==> config.mk <==
export PLATFORM = sky130hd
export DESIGN_NAME = fetch_unit_flat
export DESIGN_NICKNAME = d
export VERILOG_FILES = /design/src/rtl/riscv_pkg.sv /design/src/rtl/fetch_unit_if.sv /design/src/rtl/fetch_skid.sv /design/src/rtl/fetch_unit.sv /design/src/flat_wrapper.sv
export SDC_FILE = /design/constraint.sdc
export NUM_CORES = 1
export LEC_CHECK = 0
export CORE_ASPECT_RATIO = 0.8
export CORE_UTILIZATION = 53
export DETAILED_ROUTE_END_ITERATION = 8
export GPL_TIMING_DRIVEN = 0
export PLACE_DENSITY_LB_ADDON = 0.08
export RECOVER_POWER = 100
export SLEW_MARGIN = 20
export SYNTH_ARGS = -nofsm -noshare
export SYNTH_HDL_FRONTEND = slang
export SYNTH_HIERARCHICAL = 1
export SYNTH_SLANG_ARGS = --single-unit
==> constraint.sdc <==
create_clock -name clk -period 2.5 [get_ports clk]
set_clock_uncertainty 0.15 [all_clocks]
set_input_delay 0.5 -clock clk [delete_from_list [all_inputs] [get_ports clk]]
set_output_delay 0.5 -clock clk [all_outputs]
set_load 0.05 [all_outputs]
==> src/rtl/riscv_pkg.sv <==
// Shared RISC-V front-end definitions: opcode constants, NOP encoding, fetch FSM
// encoding, the IF/ID entry record and the sequential-PC helper.
package riscv_pkg;

    localparam logic [6:0] OPC_LOAD   = 7'b0000011;
    localparam logic [6:0] OPC_OP_IMM = 7'b0010011;
    localparam logic [6:0] OPC_STORE  = 7'b0100011;
    localparam logic [6:0] OPC_BRANCH = 7'b1100011;

    // addi x0, x0, 0
    localparam logic [31:0] INST_NOP = {12'd0, 5'd0, 3'b000, 5'd0, OPC_OP_IMM};

    typedef enum logic {
        S_REQ  = 1'b0,
        S_WAIT = 1'b1
    } fetch_state_e;

    typedef struct packed {
        logic [31:0] pc;
        logic [31:0] inst;
    } fetch_entry_t;

    function automatic logic [31:0] next_pc(input logic [31:0] pc);
        return pc + 32'd4;
    endfunction

endpackage

==> src/rtl/fetch_unit_if.sv <==
// Instruction-memory request/response channel between the fetch unit (master)
// and the instruction memory (slave).
interface fetch_unit_if;

    logic        imem_req_valid;
    logic        imem_req_ready;
    logic [31:0] imem_req_addr;
    logic        imem_rsp_valid;
    logic [31:0] imem_rsp_data;

    modport master (
        output imem_req_valid,
        output imem_req_addr,
        input  imem_req_ready,
        input  imem_rsp_valid,
        input  imem_rsp_data
    );

    modport slave (
        input  imem_req_valid,
        input  imem_req_addr,
        output imem_req_ready,
        output imem_rsp_valid,
        output imem_rsp_data
    );

endinterface

==> src/rtl/fetch_skid.sv <==
// One-entry skid buffer that catches a returned instruction while decode is stalled.
// Flush beats load, load beats unload.
module fetch_skid
    import riscv_pkg::*;
(
    input  logic         clk,
    input  logic         rst,
    input  logic         load_i,
    input  logic         unload_i,
    input  logic         flush_i,
    input  fetch_entry_t entry_i,
    output logic         valid_o,
    output fetch_entry_t entry_o
);

    logic         valid_q, valid_d;
    fetch_entry_t entry_q, entry_d;

    always_comb begin
        valid_d = valid_q;
        entry_d = entry_q;
        if (flush_i) begin
            valid_d = 1'b0;
        end else if (load_i) begin
            valid_d = 1'b1;
            entry_d = entry_i;
        end else if (unload_i) begin
            valid_d = 1'b0;
        end
    end

    always_ff @(posedge clk) begin
        if (rst) begin
            valid_q <= 1'b0;
            entry_q <= '0;
        end else begin
            valid_q <= valid_d;
            entry_q <= entry_d;
        end
    end

    assign valid_o = valid_q;
    assign entry_o = entry_q;

endmodule

==> src/rtl/fetch_unit.sv <==
// Instruction fetch stage: single outstanding request, IF/ID register, skid buffer.
// state  | meaning:  S_REQ = request pending / may issue,  S_WAIT = one request outstanding
module fetch_unit
    import riscv_pkg::*;
#(
    parameter logic [31:0] RESET_PC = 32'h0000_0000
) (
    input  logic              clk,
    input  logic              rst,
    fetch_unit_if.master      imem,
    input  logic              branch_taken,
    input  logic [31:0]       branch_target,
    input  logic              stall,
    output logic              id_valid,
    output logic [31:0]       id_pc,
    output logic [31:0]       id_inst
);

    fetch_state_e state_q, state_d;
    logic [31:0]  pc_q, pc_d;
    logic [31:0]  req_pc_q, req_pc_d;
    logic         drop_q, drop_d;
    logic         id_valid_q, id_valid_d;
    logic [31:0]  id_pc_q, id_pc_d;
    logic [31:0]  id_inst_q, id_inst_d;

    logic         req_valid;
    logic         req_fire;
    logic         rsp_in;
    logic         rsp_use;
    logic         id_free;
    logic         skid_valid;
    logic         skid_load;
    logic         skid_unload;
    fetch_entry_t skid_entry;
    fetch_entry_t rsp_entry;

    assign req_fire  = req_valid & imem.imem_req_ready;
    assign rsp_in    = (state_q == S_WAIT) & imem.imem_rsp_valid;
    assign rsp_use   = rsp_in & ~drop_q & ~branch_taken;
    assign id_free   = ~id_valid_q | ~stall;
    assign rsp_entry = '{pc: req_pc_q, inst: imem.imem_rsp_data};

    always_ff @(posedge clk) begin
        if (rst) begin
            state_q <= S_REQ;
        end else begin
            state_q <= state_d;
        end
    end

    // A redirect never changes the state: an outstanding request stays outstanding.
    always_comb begin
        state_d = state_q;
        case (state_q)
            S_REQ:   if (req_fire)             state_d = S_WAIT;
            S_WAIT:  if (imem.imem_rsp_valid)  state_d = S_REQ;
            default:                           state_d = S_REQ;
        endcase
    end

    always_comb begin
        req_valid = 1'b0;
        if (!rst && state_q == S_REQ && !skid_valid) begin
            req_valid = 1'b1;
        end
    end

    assign imem.imem_req_valid = req_valid;
    assign imem.imem_req_addr  = pc_q;

    always_comb begin
        pc_d     = pc_q;
        req_pc_d = req_pc_q;
        drop_d   = drop_q;
        if (req_fire) begin
            req_pc_d = pc_q;
            pc_d     = next_pc(pc_q);
        end
        if (branch_taken) begin
            pc_d = branch_target & 32'hFFFF_FFFC;
        end
        if (rsp_in) begin
            drop_d = 1'b0;
        end
        // The in-flight word belongs to the old path and must be thrown away on arrival.
        if (branch_taken && ((state_q == S_WAIT && !imem.imem_rsp_valid) || req_fire)) begin
            drop_d = 1'b1;
        end
    end

    always_comb begin
        id_valid_d  = id_valid_q;
        id_pc_d     = id_pc_q;
        id_inst_d   = id_inst_q;
        skid_load   = 1'b0;
        skid_unload = 1'b0;
        if (branch_taken) begin
            id_valid_d = 1'b0;
            id_inst_d  = INST_NOP;
        end else if (id_free) begin
            if (skid_valid) begin
                id_valid_d  = 1'b1;
                id_pc_d     = skid_entry.pc;
                id_inst_d   = skid_entry.inst;
                skid_unload = 1'b1;
            end else if (rsp_use) begin
                id_valid_d = 1'b1;
                id_pc_d    = rsp_entry.pc;
                id_inst_d  = rsp_entry.inst;
            end else begin
                id_valid_d = 1'b0;
            end
        end else if (rsp_use) begin
            skid_load = 1'b1;
        end
    end

    always_ff @(posedge clk) begin
        if (rst) begin
            pc_q       <= RESET_PC;
            req_pc_q   <= 32'd0;
            drop_q     <= 1'b0;
            id_valid_q <= 1'b0;
            id_pc_q    <= 32'd0;
            id_inst_q  <= INST_NOP;
        end else begin
            pc_q       <= pc_d;
            req_pc_q   <= req_pc_d;
            drop_q     <= drop_d;
            id_valid_q <= id_valid_d;
            id_pc_q    <= id_pc_d;
            id_inst_q  <= id_inst_d;
        end
    end

    fetch_skid u_skid (
        .clk      (clk),
        .rst      (rst),
        .load_i   (skid_load),
        .unload_i (skid_unload),
        .flush_i  (branch_taken),
        .entry_i  (rsp_entry),
        .valid_o  (skid_valid),
        .entry_o  (skid_entry)
    );

    assign id_valid = id_valid_q;
    assign id_pc    = id_pc_q;
    assign id_inst  = id_inst_q;

endmodule

==> src/flat_wrapper.sv <==
// flat-port wrapper written by rule: the top's interface ports become plain ports
module fetch_unit_flat import riscv_pkg::*;
#(
    parameter logic [31:0] RESET_PC = 32'h0000_0000
)
  (clk, rst, branch_taken, branch_target, stall, id_valid, id_pc, id_inst, imem_imem_req_valid, imem_imem_req_addr, imem_imem_req_ready, imem_imem_rsp_valid, imem_imem_rsp_data);
  fetch_unit_if imem_i ();
  input  logic clk;
  input  logic rst;
  input  logic branch_taken;
  input  logic [31:0] branch_target;
  input  logic stall;
  output logic id_valid;
  output logic [31:0] id_pc;
  output logic [31:0] id_inst;
  output wire logic [$bits(imem_i.imem_req_valid)-1:0] imem_imem_req_valid;
  output wire logic [$bits(imem_i.imem_req_addr)-1:0] imem_imem_req_addr;
  input wire logic [$bits(imem_i.imem_req_ready)-1:0] imem_imem_req_ready;
  input wire logic [$bits(imem_i.imem_rsp_valid)-1:0] imem_imem_rsp_valid;
  input wire logic [$bits(imem_i.imem_rsp_data)-1:0] imem_imem_rsp_data;
  assign imem_imem_req_valid = imem_i.imem_req_valid;
  assign imem_imem_req_addr = imem_i.imem_req_addr;
  assign imem_i.imem_req_ready = imem_imem_req_ready;
  assign imem_i.imem_rsp_valid = imem_imem_rsp_valid;
  assign imem_i.imem_rsp_data = imem_imem_rsp_data;
  fetch_unit #(.RESET_PC(RESET_PC)) u_core (.clk(clk), .rst(rst), .imem(imem_i), .branch_taken(branch_taken), .branch_target(branch_target), .stall(stall), .id_valid(id_valid), .id_pc(id_pc), .id_inst(id_inst));
endmodule
==> results of run 1 <==
state kept, by name (all words and copies together), names as in the netlist:
signal,flops
u_core/drop_q,1
u_core/id_inst,32
u_core/id_pc,32
u_core/id_valid,1
u_core/imem.imem_req_addr,30
u_core/req_pc_q,30
u_core/state_q,1
u_core/u_skid/entry_o,64
u_core/u_skid/valid_o,1
worst min-delay path by stage:
stage / start / end / slack [ns]
2_1_floorplan: u_core/drop_q / u_core/drop_q / 0.28
4_1_cts: u_core/drop_q / u_core/drop_q / 0.31
3_3_place_gp: u_core/drop_q / u_core/drop_q / 0.29
3_5_place_dp: u_core/drop_q / u_core/drop_q / 0.30
6_report: u_core/u_skid/entry_o[48] / u_core/u_skid/entry_o[48] / 0.32
5_1_grt: u_core/req_pc_q[18] / u_core/req_pc_q[18] / 0.34
area by class of cell:
| cell class | count | area, µm² |
|---|---|---|
| inverters | 4 | 15.0 |
| repair buffers | 162 | 1610 |
| fillers | 1438 | 5240 |
| plain buffers | 90 | 492 |
| clock inverters | 9 | 154 |
| clock buffers | 22 | 494 |
| flip-flops and latches | 192 | 3840 |
| well taps | 220 | 275 |
| multi-input cells | 670 | 4440 |
worst reg2reg max path: cells and delay by family, from the launching register on:
family                   cells  cell delay [ns]
AO/OA/AOI/OAI                1             0.24
XOR/XNOR                     1             0.18
adder cells (fa/ha/maj)      1             0.24
flip-flops                   1             0.48
AND/OR/NAND/NOR              3             1.06
synth_stat cells (2+ instances only):
cell type | count | share of area (%)
a211oi_1 | 72 | 6.0
a21oi_1 | 46 | 2.6
a311oi_1 | 3 | 0.29
and2_1 | 2 | 0.14
and3_1 | 5 | 0.35
buf_1 | 8 | 0.33
buf_12 | 6 | 1.3
buf_2 | 23 | 1.3
buf_4 | 4 | 0.33
buf_6 | 3 | 0.38
clkbuf_1 | 47 | 2.0
dfxtp_1 | 192 | 43
inv_1 | 3 | 0.13
mux2i_1 | 64 | 7.1
nand2_1 | 85 | 3.6
nand2b_1 | 67 | 4.7
nand3_1 | 10 | 0.56
nand4_1 | 15 | 1.0
nand4bb_1 | 64 | 8.0
nor2_1 | 88 | 3.7
nor2b_1 | 3 | 0.21
nor3_1 | 5 | 0.28
nor3_2 | 3 | 0.33
nor4_1 | 6 | 0.42
o211ai_1 | 3 | 0.25
o21a_1 | 3 | 0.25
o21ai_0 | 4 | 0.22
o21ai_1 | 4 | 0.22
o21ai_2 | 60 | 5.9
o22ai_1 | 5 | 0.35
or2_2 | 4 | 0.28
or3_1 | 3 | 0.21
xnor2_1 | 17 | 1.7
xor2_1 | 9 | 0.88
power by group through the flow:
stage / registers [µW] / clock network, µW / logic, µW
6_report: 3220 / 2970 / 814
5_1_grt: 3230 / 3140 / 860
4_1_cts: 3220 / 3010 / 818
3_5_place_dp: 3290 / 0 / 813
3_3_place_gp: 3290 / 0 / 809
2_1_floorplan: 3440 / 0 / 322
through the flow:
step | power (µW) | util [%]
floorplan | 3760 | -
global placement | 4090 | 65.8
detailed placement | 4100 | 65.8
CTS | 7040 | 69.8
global route | 7220 | 68.4
finish | 7000 | 68.4
timing repair:
| action | in CTS | in global routing |
|---|---|---|
| gates resized for setup | 16 | 16 |
| setup endpoints to repair | 43 | 82 |
| hold buffers | 0 | 0 |
metal layers:
metal / wire (µm) / share of wire [%]
met2: 10600 / 44
met4: 363 / 1.5
met3: 1330 / 5.5
met5: 0 / 0
met1: 11800 / 49
cell families after synthesis:
group / Yosys count / share of synthesized area, %
AOI/OAI and AO/OA: 203 / 16.4
xor gates and xnor gates: 26 / 2.54
adders and majority gates: 1 / 0.139
buffers and inverters: 95 / 5.80
DFF: 192 / 42.8
muxes: 64 / 7.14
other: 1 / 0.0418
and+or+nand+nor: 372 / 25.2
cell usage in the layout, fill, tap and decap left out, types with 5 or more instances in the layout:
cell	instances
buf_2	24
clkbuf_16	17
nand4_1	15
clkbuf_8	5
o21ai_1	15
nor3_1	6
nand2b_1	67
dfxtp_1	191
nor4_1	5
o21ai_0	43
buf_4	6
dlygate4sd3_1	75
o22ai_1	5
xor2_1	9
a21oi_1	46
buf_1	5
clkbuf_1	39
nor2_1	88
xnor2_1	17
nand4bb_1	64
o21ai_2	10
nand3_1	10
clkbuf_2	11
clkdlybuf4s50_1	84
mux2i_1	64
a211oi_1	72
and3_1	5
nand2_1	85
==> summary.txt, run 1 <==
Pwr
  • Comb pwr share: 11.6%
  • Worst IR drop on VDD: 0.480 mV
  • Clk network pwr share: 42.4%
  • Pwr Density: a little over 600 nW/µm²
  • Part of the power in registers: a little under half
  • Switching power: 1740 µW
  • Sw Ratio: 24.9%
  • LEAKAGE: 0.00390 µW
  • P_int: 5260 µW

Floorplanning
  • Die H: 118 µm
  • Core region area: 16,600 µm²
  • Die outline width: 147 µm
  • Die ar.: 17,500 µm²
  • Ports: 168
  • Num rows: between 40 and 50
  • Initial core utilization: 54.2%

Place
  • Area of placed instances: 10,900 µm²
  • Placed Cells incl. Taps: ~1.3k
  • Routability cong.: 0.886
  • Post-detail-place hpwl: 17,500 µm
  • I/O Buffers: 162
  • Setup WS pre-CTS: -0.705 ns

Clocking
  • Clk slew on worst S/H paths: ~0.070 ns
  • Worst-Skew Late Latency: 0.43 ns
  • Clock sinks: 192
  • Clock tree buffer depth: 2
  • CTS root buf: clkbuf_16
  • CTS Buf Count: 17
  • Post-CTS setup buffer count: 0
  • H-tree depth: 4
  • CTS tree: built

STA
  • Slew margin rel.: around 44%
  • Hold_ws: 0.317 ns
  • RSZ-0062 raised after global routing: no
  • F_max: 410 MHz
  • Setup WS post-layout: 0.0623 ns
  • Fin crit period: ~2.4 ns
  • Final hold vios: 0
  • Setup TNS: 0 ns
  • Tcrit/Tclk final: 97.5%
  • Finish-stage setup viols: 0
  • Worst slew pin tran: 0.829 ns
  • Slew Viols, Final: 0

Critical path
  • WP data required: 1.85 ns
  • CP Launch Type: flip-flop
  • CP Capture Point: imem_imem_req_addr[15]
  • Crit-path max cell delay: 0.86 ns
  • Bufs and invs on worst path: 1
  • Worst endpoint data arrival time: 1.79 ns
  • Worst Path Max Fanout: 7
  • Critical R2R Launch: u_core/imem.imem_req_addr[2]
  • R2R Path End: u_core/imem.imem_req_addr[20]
  • CP Launch Point: u_core/imem.imem_req_addr[15]
  • Crit-path cells: clkdlybuf4s50_1
  • Critical path's slowest cell: clkdlybuf4s50_1
  • Worst reg-to-reg path cell count: 6
  • Delay-heaviest family, CP: buffers and inverters
  • CP Capture Type: output port
  • Reg2reg setup slack: 0.07 ns
  • Crit path kind: reg -> out
  • Crit path depth: 1

Logic synthesis
  • Post-synth EDFFs: 0
  • FFs w/ async S/R, synth: 0%
  • Syn_area_per_cell: between 9 and 10 µm²
  • Synthesized area: 8970 µm²
  • Primary FF master, synth: dfxtp_1
  • Yosys warning count: 6
  • Synth Instances: 954
  • FF+latch count, synth: 192
  • Unique masters post-synth: 52
  • Part of the Yosys area used for sequential elements: 42.8%

Global route
  • GR Util met3: 5.21%
  • GR Util All Layers: 28.1%
  • M1 GR Usage: 40.7%
  • Largest net degree at the start of global routing: 17
  • Met2 usage in global routing: between 40% and 50%
  • Vias in the first global route: 7,333
  • Top Usage Layer GRT: met2
  • First-pass GRT wire length: ~39,000 µm
  • Initial antenna violation count: 0
  • GR Overflow Total: 0

Run status
  • Status: completed

Hold path
  • Worst hold path depth: 2
  • Worst hold path type: reg -> reg

Route
  • # DRC: 0
  • WL/cell: roughly 18 µm
  • Vias per cell: around 5.7
  • Initial DRT Pass Iterations: 5
  • Final ANT Viol Nets: 0
  • DR iter-0 viols: 630
  • Vias: 7,804
  • Final WL: 24,200 µm

Cells and area
  • Layout cells sized above 1: 9.40%
  • Finished Layout Cells: 1,369
  • Layout area overhead: 26.1%
  • Fin area: about 11,000 µm²
  • Nets@finish: 1,208
  • Ant. Diodes: 0

Job
  • MaxCap Viol Count: 0
No activity file was read; power rests on OpenSTA's default activity.
==> run 2, diff against run 1 <==
--- a/config.mk
+++ b/config.mk
@@ -9,9 +9,9 @@
 export CORE_UTILIZATION = 53
 export DETAILED_ROUTE_END_ITERATION = 8
 export GPL_TIMING_DRIVEN = 0
+export MAX_ROUTING_LAYER = met4
 export PLACE_DENSITY_LB_ADDON = 0.08
 export RECOVER_POWER = 100
-export SLEW_MARGIN = 20
 export SYNTH_ARGS = -nofsm -noshare
 export SYNTH_HDL_FRONTEND = slang
 export SYNTH_HIERARCHICAL = 1
==> summary.txt, run 2 (synthesized netlist as in run 1, its figures left out) <==
Global route
  • GR Util All Layers: 29.0% (+0.83 points)
  • Initial antenna violation count: 0 (unchanged)
  • Vias in the first global route: 7,331 (-0.027%)
  • First-pass GRT wire length: 38,800 µm (about the same)
  • Largest net degree at the start of global routing: 17 (unchanged)
  • GR Overflow Total: 0 (unchanged)

Job
  • MaxCap Viol Count: 0 (unchanged)

Floorplanning
  • Die outline width: 147 µm (unchanged)
  • Num rows: 42 (unchanged)
  • Ports: 168 (unchanged)
  • Initial core utilization: 54.2% (unchanged)
  • Die ar.: 17,500 µm² (unchanged)
  • Die H: 118 µm (unchanged)
  • Core region area: 16,600 µm² (unchanged)

Clocking
  • Clock sinks: 192 (unchanged)
  • CTS tree: built
  • Post-CTS setup buffer count: 0 (unchanged)
  • Worst-Skew Late Latency: 0.43 ns (about the same)
  • CTS root buf: clkbuf_16
  • Clock tree buffer depth: 2 (unchanged)
  • Clk slew on worst S/H paths: 0.07 ns (about the same)
  • CTS Buf Count: 17 (unchanged)
  • H-tree depth: 4 (unchanged)

STA
  • Worst slew pin tran: 0.818 ns (-0.0109 ns)
  • Final hold vios: 0 (unchanged)
  • Setup TNS: 0 ns (unchanged)
  • Setup WS post-layout: 0.0656 ns (+0.00326 ns)
  • F_max: 411 MHz (+0.13%)
  • Finish-stage setup viols: 0 (unchanged)
  • Tcrit/Tclk final: 97.4% (-0.13 points)
  • Fin crit period: 2.43 ns (-0.00326 ns)
  • Hold_ws: 0.319 ns (+0.00251 ns)
  • RSZ-0062 raised after global routing: no
  • Slew margin rel.: 44.9% (+0.74 points)
  • Slew Viols, Final: 0 (unchanged)

Cells and area
  • Max FFs per register: 64 (unchanged)
  • Most frequent cells in the layout: 191 x dfxtp_1, 88 x nor2_1, 85 x clkdlybuf4s50_1, 85 x nand2_1, 75 x dlygate4sd3_1
  • Ant. Diodes: 0 (unchanged)
  • Commonest non-fill, non-tap cell in the layout: dfxtp_1
  • Layout cells sized above 1: 9.40% (unchanged)
  • Nets@finish: 1,208 (unchanged)
  • Layout area overhead: 26.2% (about the same)

Place
  • Routability cong.: 0.901 (+1.7%)
  • I/O Buffers: 162 (unchanged)
  • Post-detail-place hpwl: 17,500 µm (unchanged)
  • Setup WS pre-CTS: -0.705 ns (unchanged)

Critical path
  • CP Launch Type: flip-flop
  • Crit path kind: reg -> out
  • WP data required: 1.85 ns (about the same)
  • Crit-path max cell delay: 0.88 ns (+0.02 ns)
  • Critical path's slowest cell: clkdlybuf4s50_1
  • Delay-heaviest family, CP: buffers and inverters
  • CP Capture Type: output port
  • R2R Path End: u_core/imem.imem_req_addr[20]
  • Bufs and invs on worst path: 1 (unchanged)
  • Crit-path cells: clkdlybuf4s50_1
  • Reg2reg setup slack: 0.10 ns (+0.03 ns)
  • Worst endpoint data arrival time: 1.78 ns (about the same)
  • Worst Path Max Fanout: 7 (unchanged)
  • Worst reg-to-reg path cell count: 6 (unchanged)
  • Critical R2R Launch: u_core/imem.imem_req_addr[2]

Route
  • WL/cell: 17.7 µm (+0.19%)
  • Vias per cell: 5.69 (-0.15%)
  • Initial DRT Pass Iterations: 5 (unchanged)
  • Final WL: 24,200 µm (+0.19%)
  • # DRC: 0 (unchanged)
  • Final ANT Viol Nets: 0 (unchanged)
  • Vias: 7,792 (-0.15%)
  • DR iter-0 viols: 697 (+11%)

Pwr
  • Worst IR drop on VDD: 0.480 mV (-0.10%)
  • Pwr Total: 7000 µW (about the same)
  • Pwr Density: 618 nW/µm² (about the same)
  • LEAKAGE: 0.00390 µW (about the same)

Hold path
  • End of the worst hold path: u_core/u_skid/entry_o[48]
  • Worst hold path depth: 2 (unchanged)
  • Worst hold path type: reg -> reg
  • Hold_sp: u_core/u_skid/entry_o[48]

Run status
  • Status: completed
[run 2: cell count changes in the layout (fill, tap and decap cells not counted), sizes merged]
cell	change
clkbuf	-1
clkdlybuf4s50	+1
[run 2: routing by layer]
layer / vias to the layer above / wire (µm) / GRT usage (%) / share of wire (%)
li1: 3769 / - / - / -
met1: 3751 / 11800 / 40.8 / 49
met2: 247 / 10700 / 43.1 / 44
met3: 25 / 1440 / 5.06 / 6.0
met4: 0 / 286 / 6.57 / 1.2
met5: - / 0 / - / 0
[run 2: area by class of cell]
cell class	instances	area, µm²
Fill cell	1436	5230
Multi-Input combinational cell	670	4440
Sequential cell	192	3840
Timing Repair Buffer	162	1610
Clock buffer	22	494
Buffer	90	492
Tap cell	220	275
Clock inverter	9	154
Inverter	4	15.0
[run 2: per-stage QoR]
step / std cells / utilization (%) / area, µm²
after floorplan: 957 / - / 8990
after global placement: 1339 / 65.8 / 10900
after detailed placement: 1339 / 65.8 / 10900
after CTS: 1369 / 69.8 / 11500
after global routing: 1369 / 68.4 / 11300
final: 1369 / 68.4 / 11300
[run 2: timing repair]
action	in CTS	in global routing
hold buffers	0	0
gates cloned	0	0
gates resized for setup	16	15
pin swaps	0	0
endpoints found under the setup margin	43	81
[run 2: where the power goes]
group          switching, µW  internal [µW]  total, µW
clock network           1170           1800       2970
logic                    487            327        814
registers               85.8           3130       3220
[run 2: worst max path at each step]
| stage | startpoint | end | slack, ns | cells past startpoint |
|---|---|---|---|---|
| 2_1_floorplan | u_core/imem.imem_req_addr[10] | u_core/imem.imem_req_addr[25] | 0.08 | 7 |
| 3_3_place_gp | branch_taken | u_core/id_pc[4] | -0.69 | 8 |
| 3_5_place_dp | branch_taken | u_core/id_pc[28] | -0.71 | 8 |
| 4_1_cts | imem_imem_req_ready | u_core/req_pc_q[22] | 0.0002 | 6 |
| 5_1_grt | branch_taken | u_core/id_pc[3] | 0.0006 | 8 |
| 6_report | u_core/imem.imem_req_addr[18] | imem_imem_req_addr[18] | 0.07 | 1 |
==> run 3, diff against run 2 <==
--- a/config.mk
+++ b/config.mk
@@ -6,12 +6,15 @@
 export NUM_CORES = 1
 export LEC_CHECK = 0
 export CORE_ASPECT_RATIO = 0.8
+export CORE_MARGIN = 5
 export CORE_UTILIZATION = 53
+export CTS_CLUSTER_DIAMETER = 60
 export DETAILED_ROUTE_END_ITERATION = 8
 export GPL_TIMING_DRIVEN = 0
 export MAX_ROUTING_LAYER = met4
 export PLACE_DENSITY_LB_ADDON = 0.08
 export RECOVER_POWER = 100
+export SKIP_CTS_REPAIR_TIMING = 1
 export SYNTH_ARGS = -nofsm -noshare
 export SYNTH_HDL_FRONTEND = slang
 export SYNTH_HIERARCHICAL = 1
==> summary.txt, run 3 (synthesized netlist as in run 1, its figures left out) <==
Route
  • Initial DRT Pass Iterations: 5 (unchanged)
  • DR iter-0 viols: 644 (-7.6%)
  • Vias per cell: 5.64 (-0.89%)
  • # DRC: 0 (unchanged)
  • Final WL: 24,900 µm (+3.0%)
  • Final ANT Viol Nets: 0 (unchanged)
  • WL/cell: 18.2 µm (+3.0%)
  • Vias: 7,728 (-0.82%)

Place
  • Routability cong.: 0.928 (+3.0%)
  • Area of placed instances: 10,900 µm² (unchanged)
  • Post-detail-place hpwl: 18,300 µm (+4.7%)
  • I/O Buffers: 162 (unchanged)
  • Setup WS pre-CTS: -0.790 ns (-0.0845 ns)

Floorplanning
  • Die H: 126 µm (+6.8%)
  • Ports: 168 (unchanged)
  • Core region area: 16,600 µm² (+0.32%)
  • Initial core utilization: 54.0% (-0.17 points)
  • Die ar.: 19,700 µm² (+13%)
  • Num rows: 42 (unchanged)
  • Die outline width: 155 µm (+5.4%)

Cells and area
  • Fin area: 11,600 µm² (+2.2%)
  • Nets@finish: 1,209 (+0.083%)
  • Most frequent cells in the layout: 192 x dfxtp_1, 160 x clkdlybuf4s50_1, 88 x nor2_1
  • Max FFs per register: 64 (unchanged)
  • Layout area overhead: 29.0%
  • Core Util, Final: 69.7% (+1.3 points)
  • Commonest non-fill, non-tap cell in the layout: dfxtp_1
  • Ant. Diodes: 0 (unchanged)
  • Layout cells sized above 1: 13.7% (+4.3 points)

Critical path
  • Crit path kind: reg -> out
  • R2R Path End: u_core/imem.imem_req_addr[24]
  • Critical R2R Launch: u_core/u_skid/valid_o
  • Crit-path cells: clkbuf_1 > buf_4 > clkbuf_4 > nor3_2 > clkbuf_4
  • Worst endpoint data arrival time: 2.00 ns (+0.22 ns)
  • Crit-path max cell delay: 0.32 ns (-0.56 ns)
  • Most used cell, CP: clkbuf_4
  • CP Launch Type: flip-flop
  • CP Capture Point: imem_imem_req_valid
  • Reg2reg setup slack: 0.09 ns (about the same)
  • CP Capture Type: output port
  • Worst reg-to-reg path cell count: 7 (+1)
  • WP data required: 1.85 ns (about the same)
  • CP Launch Point: u_core/u_skid/valid_o
  • Worst Path Max Fanout: 10 (+3)
  • Critical path's slowest cell: dfxtp_1

STA
  • Finish-stage setup viols: 1 (+1)
  • Slew margin rel.: 46.0% (+1.1 points)
  • Final hold vios: 0 (unchanged)
  • Worst slew pin tran: 0.801 ns (-0.0168 ns)
  • Tcrit/Tclk final: 106% (+8.7 points)
  • RSZ-0062 raised after global routing: yes
  • Slew Viols, Final: 0 (unchanged)
  • Setup WS post-layout: -0.153 ns (-0.219 ns)
  • F_max: 377 MHz (-8.2%)
  • Fin crit period: 2.65 ns (+0.219 ns)
  • Setup TNS: -0.153 ns (-0.153 ns)
  • Hold_ws: 0.316 ns (-0.00259 ns)

Global route
  • Initial antenna violation count: 0 (unchanged)
  • Vias in the first global route: 7,345 (+0.19%)
  • Top Usage Layer GRT: met2
  • GR Util met3: 4.97% (-0.087 points)
  • Met2 usage in global routing: 38.5% (-4.5 points)
  • GR Util All Layers: 25.8% (-3.1 points)
  • M1 GR Usage: 36.1% (-4.7 points)
  • Largest net degree at the start of global routing: 17 (unchanged)
  • GR Overflow Total: 0 (unchanged)
  • First-pass GRT wire length: 39,700 µm (+2.3%)

Pwr
  • Worst IR drop on VDD: 0.484 mV (+0.80%)
  • Pwr Density: 609 nW/µm² (-1.6%)
  • LEAKAGE: 0.00380 µW (-2.6%)

Run status
  • Failing checks: setup timing
  • Status: finished, violations left

Job
  • MaxCap Viol Count: 0 (unchanged)

Clocking
  • Clk slew on worst S/H paths: 0.07 ns (about the same)
  • Clock tree buffer depth: 2 (unchanged)
  • Worst-Skew Late Latency: 0.43 ns (about the same)
  • CTS root buf: clkbuf_16
  • H-tree depth: 4 (unchanged)
  • Clock sinks: 192 (unchanged)
  • CTS Buf Count: 17 (unchanged)
  • CTS tree: built

Hold path
  • Worst hold path type: reg -> reg
run 3: cell types whose count changed in the layout (fill, tap and decap cells not counted), moves of 3 or more:
cell             previous run  this run
clkbuf_1                   38        41
clkbuf_8                    5         1
clkdlybuf4s50_1            85       160
dlygate4sd3_1              75         0
o21ai_0                    43         4
o21ai_1                    15         4
o21ai_2                    10        60
run 3: where the power goes:
group	switching [µW]	internal, µW	leakage, µW
registers	87.7	3130	0.00156
clock network	1190	1810	0.000306
logic	489	338	0.00194
total	1770	5270	0.00380
run 3: how the worst min path moves through the flow:
| stage | startpoint | to | slack (ns) | cells after the start |
|---|---|---|---|---|
| 3_3_place_gp | u_core/drop_q | u_core/drop_q | 0.29 | 2 |
| 2_1_floorplan | u_core/drop_q | u_core/drop_q | 0.28 | 2 |
| 6_report | u_core/u_skid/entry_o[33] | u_core/id_pc[1] | 0.32 | 2 |
| 5_1_grt | rst | u_core/u_skid/entry_o[59] | 0.32 | 3 |
| 4_1_cts | u_core/drop_q | u_core/drop_q | 0.31 | 2 |
| 3_5_place_dp | u_core/u_skid/entry_o[32] | u_core/id_pc[0] | 0.30 | 2 |
run 3: routing by layer:
metal,routed length [µm],vias to the layer above
li1,-,3783
met1,12000,3716
met2,11400,198
met3,1280,31
met4,352,0
met5,0,-
run 3: stage by stage:
step                      cells  power, µW
final                      1370       7040
after global routing       1370       7270
after CTS                  1370       7070
after detailed placement   1339       4100
after global placement     1339       4100
after floorplan             957       3760
run 3: critical path: cells and delay by family, from the launching register on:
kind,cells,cell delay [ns]
flops,1,0.32
buf+inv,4,1.16
simple gates,1,0.10
run 3: layout make-up:
type	instances	area (µm²)
sequential	192	3840
timing repair buffer	162	1620
multi-input combinational	670	4650
clock inverter	12	208
fill	1379	5030
tap	220	275
inverter	4	15.0
clock buffer	19	443
buffer	91	523
